===== src/rtl/pwm_stage_if.sv =====
// pwm_stage_if: duty-value handshake between a producer and pwm_stage.
//   duty_data  : new duty value offered by the producer
//   duty_valid : duty_data is valid, held until accepted
//   duty_ready : consumer's pending slot is empty, so an offer is accepted this cycle
// Modports: master = producer, slave = pwm_stage.
`timescale 1ns/1ps
interface pwm_stage_if #(
   parameter int unsigned WIDTH = 4
);
   logic [WIDTH-1:0] duty_data;
   logic             duty_valid;
   logic             duty_ready;

   modport master (
      output duty_data,
      output duty_valid,
      input  duty_ready
   );

   modport slave (
      input  duty_data,
      input  duty_valid,
      output duty_ready
   );
endinterface


===== src/rtl/pwm_stage.sv =====
// pwm_stage: compare-based PWM output stage driven by an external free-running
// counter, with a one-deep pending slot so duty updates only take effect at a
// period boundary (wrap).
// Ports:
//   CLK         : clock, all state updates on the rising edge
//   RESETN      : asynchronous active-low reset
//   cnt         : upstream counter value (WIDTH bits)
//   wrap        : upstream carry-out, high while cnt is at its maximum
//   duty        : pwm_stage_if.slave duty handshake (duty_ready is combinational)
//   pwm         : registered PWM output, (cnt < active) one cycle late
//   period_done : registered one-cycle pulse in the cycle after wrap
//   period_cnt  : 8-bit wrap counter, only with PWM_STAGE_PERIOD_CNT_EN defined
// Optional feature macro: PWM_STAGE_PERIOD_CNT_EN.
`timescale 1ns/1ps
module pwm_stage #(
   parameter int unsigned WIDTH      = 4,
   parameter int unsigned RESET_DUTY = 0
) (
   input  logic             CLK,
   input  logic             RESETN,
   input  logic [WIDTH-1:0] cnt,
   input  logic             wrap,
   pwm_stage_if.slave       duty,
   output logic             pwm,
   output logic             period_done
`ifdef PWM_STAGE_PERIOD_CNT_EN
   ,
   output logic [7:0]       period_cnt
`endif
);

   logic [WIDTH-1:0] active;
   logic [WIDTH-1:0] pending;
   logic             pending_full;
   logic             accept_c;

   // Slot empty means an offer is taken this cycle.
   assign duty.duty_ready = ~pending_full;
   assign accept_c        = duty.duty_valid & ~pending_full;

   // Duty registers: active only changes at wrap; an offer arriving in the
   // wrap cycle with an empty slot bypasses straight into active.
   always_ff @(posedge CLK or negedge RESETN) begin
      if (!RESETN) begin
         active       <= WIDTH'(RESET_DUTY);
         pending      <= '0;
         pending_full <= 1'b0;
      end else if (wrap) begin
         if (pending_full) begin
            active       <= pending;
            pending_full <= 1'b0;
         end else if (accept_c) begin
            active <= duty.duty_data;
         end
      end else if (accept_c) begin
         pending      <= duty.duty_data;
         pending_full <= 1'b1;
      end
   end

   // Output flops; the compare in the wrap cycle still sees the old active.
   always_ff @(posedge CLK or negedge RESETN) begin
      if (!RESETN) begin
         pwm         <= 1'b0;
         period_done <= 1'b0;
      end else begin
         pwm         <= (cnt < active);
         period_done <= wrap;
      end
   end

`ifdef PWM_STAGE_PERIOD_CNT_EN
   localparam int unsigned PCNT_W = 8;

   // Completed-period counter, wraps modulo 256.
   always_ff @(posedge CLK or negedge RESETN) begin
      if (!RESETN) begin
         period_cnt <= '0;
      end else if (wrap) begin
         period_cnt <= period_cnt + PCNT_W'(1);
      end
   end
`endif

endmodule


===== src/flat_wrapper.sv =====
// flat-port wrapper written by rule: the top's interface ports become plain ports
module pwm_stage_flat 
#(
   parameter int unsigned WIDTH      = 4,
   parameter int unsigned RESET_DUTY = 0
)
  (CLK, RESETN, cnt, wrap, pwm, period_done, duty_duty_data, duty_duty_valid, duty_duty_ready);
  pwm_stage_if #(.WIDTH(WIDTH)) duty_i ();
  input  logic CLK;
  input  logic RESETN;
  input  logic [WIDTH-1:0] cnt;
  input  logic wrap;
  output logic pwm;
  output logic period_done;
  input wire logic [$bits(duty_i.duty_data)-1:0] duty_duty_data;
  input wire logic [$bits(duty_i.duty_valid)-1:0] duty_duty_valid;
  output wire logic [$bits(duty_i.duty_ready)-1:0] duty_duty_ready;
  assign duty_i.duty_data = duty_duty_data;
  assign duty_i.duty_valid = duty_duty_valid;
  assign duty_duty_ready = duty_i.duty_ready;
  pwm_stage #(.WIDTH(WIDTH), .RESET_DUTY(RESET_DUTY)) u_core (.CLK(CLK), .RESETN(RESETN), .cnt(cnt), .wrap(wrap), .duty(duty_i), .pwm(pwm), .period_done(period_done));
endmodule

===== config.mk =====
export PLATFORM = sky130hd
export DESIGN_NAME = pwm_stage_flat
export DESIGN_NICKNAME = d
export VERILOG_FILES = /design/src/rtl/pwm_stage_if.sv /design/src/rtl/pwm_stage.sv /design/src/flat_wrapper.sv
export SDC_FILE = /design/constraint.sdc
export NUM_CORES = 1
export LEC_CHECK = 0
export CAP_MARGIN = 20
export CORE_AREA = 10 10 47 49
export CTS_CLUSTER_DIAMETER = 60
export DETAILED_ROUTE_END_ITERATION = 6
export DIE_AREA = 0 0 57 59
export PLACE_DENSITY_LB_ADDON = 0.25
export SYNTH_ARGS = -nofsm -noshare
export SYNTH_HDL_FRONTEND = slang
export SYNTH_SLANG_ARGS = --single-unit

===== constraint.sdc =====
create_clock -name CLK -period 1.3 [get_ports CLK]
set_input_delay 0.13 -clock CLK [delete_from_list [all_inputs] [get_ports CLK]]
set_output_delay 0.13 -clock CLK [all_outputs]
set_load 0.05 [all_outputs]

Word level (Yosys, flattened, before mapping)
Index checks and enable logic that the tools add are counted.
{ "word_totals": {"word_cells": 17, "ff_bits": 11} }
{ "op_classes": {"muxes": 4, "bitwise": 3, "magnitude_cmp": 1, "n_reduce_logical": 4} }
{ "op_table": {"columns": ["operator", "count"], "rows": [
  ["two-way mux 4 bit", 2],
  ["less-than comparator 4 bit", 1],
  ["AND reduction 2 bit", 2],
  ["nonzero test 2 bit", 2],
  ["two-way mux 1 bit", 2],
  ["inverter 1 bit", 2],
  ["AND 1 bit", 1]
]} }

Logic depth before layout (Yosys ltp)
{ "depth": {"depth_word": 4, "depth_mapped": 4} }

Worst setup path before layout
OpenSTA, ideal clock, no wires.
{ "synth_path": {"kind": "register to register", "start": "register u_core.active[1]", "end": "register u_core.pwm", "arrival_ns": 1.046, "stages_incl_launch_ff": 5, "setup_time_ns": 0.131, "path_slack_ns": 0.123, "cell_sequence": "dfrtp_1 > inv_1 > ha_1 > a2111oi_0 > or3_1"} }
{ "synth_between": {"elab_chain_len": 1} }
{ "synth_rtl": {"columns": ["item", "line", "text"], "rows": [
  ["from (decl)", "pwm_stage.sv:32", "logic [WIDTH-1:0] active;"],
  ["from (signal assigned)", "pwm_stage.sv:45", "active <= WIDTH'(RESET_DUTY);"],
  ["from (signal assigned)", "pwm_stage.sv:50", "active <= pending;"],
  ["from (signal assigned)", "pwm_stage.sv:53", "active <= duty.duty_data;"],
  ["less-than comparator 4 bit", "pwm_stage.sv:67", "pwm <= (cnt < active);"],
  ["to (signal assigned)", "pwm_stage.sv:67", null],
  ["to (decl)", "pwm_stage.sv:24", "output logic pwm,"]
]} }
No other way between the ends.
A chain may end at the register's enable or synchronous reset.

Worst setup path in the final report
{ "layout_path": {"start": "register u_core.pending_full", "end": "register u_core.pending[1]"} }
{ "layout_between": {"elab_chain_len": 3} }
{ "layout_rtl": {"columns": ["item", "line", "text"], "rows": [
  ["from (decl)", "pwm_stage.sv:34", "logic pending_full;"],
  ["from (signal assigned)", "pwm_stage.sv:47", "pending_full <= 1'b0;"],
  ["from (signal assigned)", "pwm_stage.sv:51", "pending_full <= 1'b0;"],
  ["from (signal assigned)", "pwm_stage.sv:57", "pending_full <= 1'b1;"],
  ["inverter 1 bit", "pwm_stage.sv:39", "assign accept_c = duty.duty_valid & ~pending_full;"],
  ["AND 1 bit", "pwm_stage.sv:39", null],
  ["AND reduction 2 bit (no line)", null, null],
  ["to (signal assigned)", "pwm_stage.sv:56", "pending <= duty.duty_data;"],
  ["to (decl)", "pwm_stage.sv:33", "logic [WIDTH-1:0] pending;"]
]} }
No other way between the ends.

==> out/metrics.cfg <==
[route]
vias=419
drt_iter0_drc=2
wl_per_cell_um=13.0
drt_first_pass_iters=3
drcViolationCount=0
avgViaCountPerCell=4.99
wirelength_mm=1.09
ant_nets=0

[critical_path]
cpLargestDelayFamily=flip-flops
worstPathArrival_ns=1.41
cp_cell_sequence=buf_4, nor3b_4, mux2_2
ff2ff_path_depth=3
cp-end-kind=register
critPathMaxStageDelay_ns=0.38
cp_max_fo=4
critPathKind=register to register
slowest_stage=dfrtp_1
critPathBufInv=1
cp.depth=3
cp-start-kind=register
required_ns=1.46

[global_routing]
use_met1_pct=7.47
grt_util_met2_pct=9.92
grt-busiest-layer=met2
grt_pass1_vias=403
grt.total_usage_pct=6.64
grtUsageMet3_pct=2.58
grt_overflow=0
antenna_found_initial=0
grt_max_degree=12
grt_pass1_wl_mm=1.76

[floorplan]
io_pins=15
rows=14
die_w_um=57
start_util_pct=37.2
fp.coreArea_sq_mm=0.00140
die_area_sq_mm=0.00336
die_h_um=59

[cells_and_area]
fin_util_pct=55.0
nNetsFinal=84
multi_input_area_sq_um=230
nFillCells=126
drive_gt1_share_pct=25.0
area_growth_pct=47.7
diodes=0
ff_latch_area_sq_um=275

[place]
dp_slack_ns=-0.127
numPortBuffers=14
gp_congestion=0.822
dpl.hpwl_um=879

[sta]
timing.final.hold_violations=0
skew_ns=0.000658
slew_violations=0
rsz0062_at_grt=no
tightest_slew_ns=0.476
min_period_ns=1.25
fmax_mhz=798
fin_ws_ns=0.0466
relSlewSlack_pct=68.1
period_share_pct=96.4
setup_viol=0

[outcome]
status=finished clean

[pwr]
total_power_mw=0.986
ir_drop_uv=598
leakage_nw=0.335
powerDensity_mw_per_mm2=1280

[clock_network]
cts_max_level=1
cts_tree=built
cts_sinks=11
path_clk_slew_ns=0.07
cts.hold.buffers_added=0
cts_buffers=3
cts_root_buffer=clkbuf_4
clk_latency_ns=0.27
clockBufferDepth=2

[flow_run]
maxCapViolCount=0

[logic_synthesis]
ys_seq_area_share_pct=52.8
ys_seq_elements=11
synth_nets=62
yosysUniqueCellTypes=17
ys_warn_count=0
mappedNetlistArea_sq_um=522
avgSynthCellArea_sq_um=11.1
synthCells=47

[hold_path]
hold_class=input port to asynchronous set/reset pin

## routing by layer
metal,wire (um),up-vias
met4,27,0
li1,-,219
met5,0,-
met3,68,3
met1,483,186
met2,512,11
## worst paths after layout
| check | startpoint | end | slack, ns |
|---|---|---|---|
| setup / recovery | u_core.pending_full | u_core.pending[1] | 0.05 |
| hold / removal | RESETN | u_core.pending_full | 0.18 |
| setup reg to reg | u_core.pending_full | u_core.pending[1] | 0.05 |
| hold reg to reg | u_core.active[3] | u_core.active[3] | 0.48 |
| max in group asynchronous | RESETN | u_core.pending[0] | 0.79 |
| min in group CLK | u_core.active[3] | u_core.active[3] | 0.48 |
## metrics by stage
stage | instances | cell area [sq um] | setup TNS [ns] | hold slack, ns
finish | 84 | 771 | 0 | 0.183
global route | 84 | 771 | 0 | 0.198
detailed placement | 79 | 727 | -0.504 | 0.473
CTS | 83 | 757 | 0 | 0.201
floorplan | 47 | 522 | 0 | -0.166
global placement | 79 | 727 | -0.405 | 0.471
## cell type report
type                       count  area share (%)
timing repair buffer          18            26.0
inverter                       4            2.44
tap                           16            2.60
multi-input combinational     31            29.9
sequential                    11            35.7
clock buffer                   4            3.41
## cells in the final DEF, fill, tap and decap left out, drive strengths merged
cell type	synthesis	routed
nand2	3	3
mux2	4	4
nor3	1	1
o21ai	1	1
nor3b	1	1
nand2b	1	1
nand4	1	1
a21oi	3	3
nor2	3	3
ha	3	3
or3	1	1
clkbuf	0	4
inv	4	3
a2111oi	1	1
buf	1	7
clkdlybuf4s50	0	11
clkinvlp	0	1
nand3	2	2
dfrtp	11	11
o22ai	6	6
## state kept, by name, summed over array words and instances, names as in the netlist
| register | cells |
|---|---|
| u_core.pwm | 1 |
| u_core.pending | 4 |
| u_core.period_done | 1 |
| u_core.active | 4 |
| u_core.pending_full | 1 |
## logic make-up (layout without fill, tap and decap cells)
kind of cell    Yosys count  after routing  synth area share, %
buf+inv                   5             26                 4.32
simple gates             13             13                 14.4
flops                    11             11                 52.8
mux                       4              4                 8.63
compound gates           11             11                 12.7
fa+ha+maj                 3              3                 7.20
## synth_stat cells, drive strengths merged
cell type  number  area share [%]
a21oi           3             2.9
ha              3             7.2
nand3           2             1.9
a2111oi         1             1.7
or3             1             1.2
nand2b          1             1.2
nor3            1            0.96
buf             1             1.4
dfrtp          11              53
nand4           1             1.2
nand2           3             2.2
nor2            3             2.2
o22ai           6             7.2
nor3b           1             3.6
mux2            4             8.6
inv             4             2.9
o21ai           1            0.96
## report_power, final
part           internal, mW  switching [mW]
Sequential            0.405          0.0400
Combinational         0.170           0.141
Clock                 0.119           0.112
Total                 0.693           0.293
## what timing repair did
action | in CTS | in global routing
endpoints found under the setup margin | 1 | 2
gates cloned | 0 | 0
setup buffers | 0 | 1
gates resized for setup | 1 | 2
pin swaps | 0 | 2
Note: power is estimated with default switching activity, not from simulation.
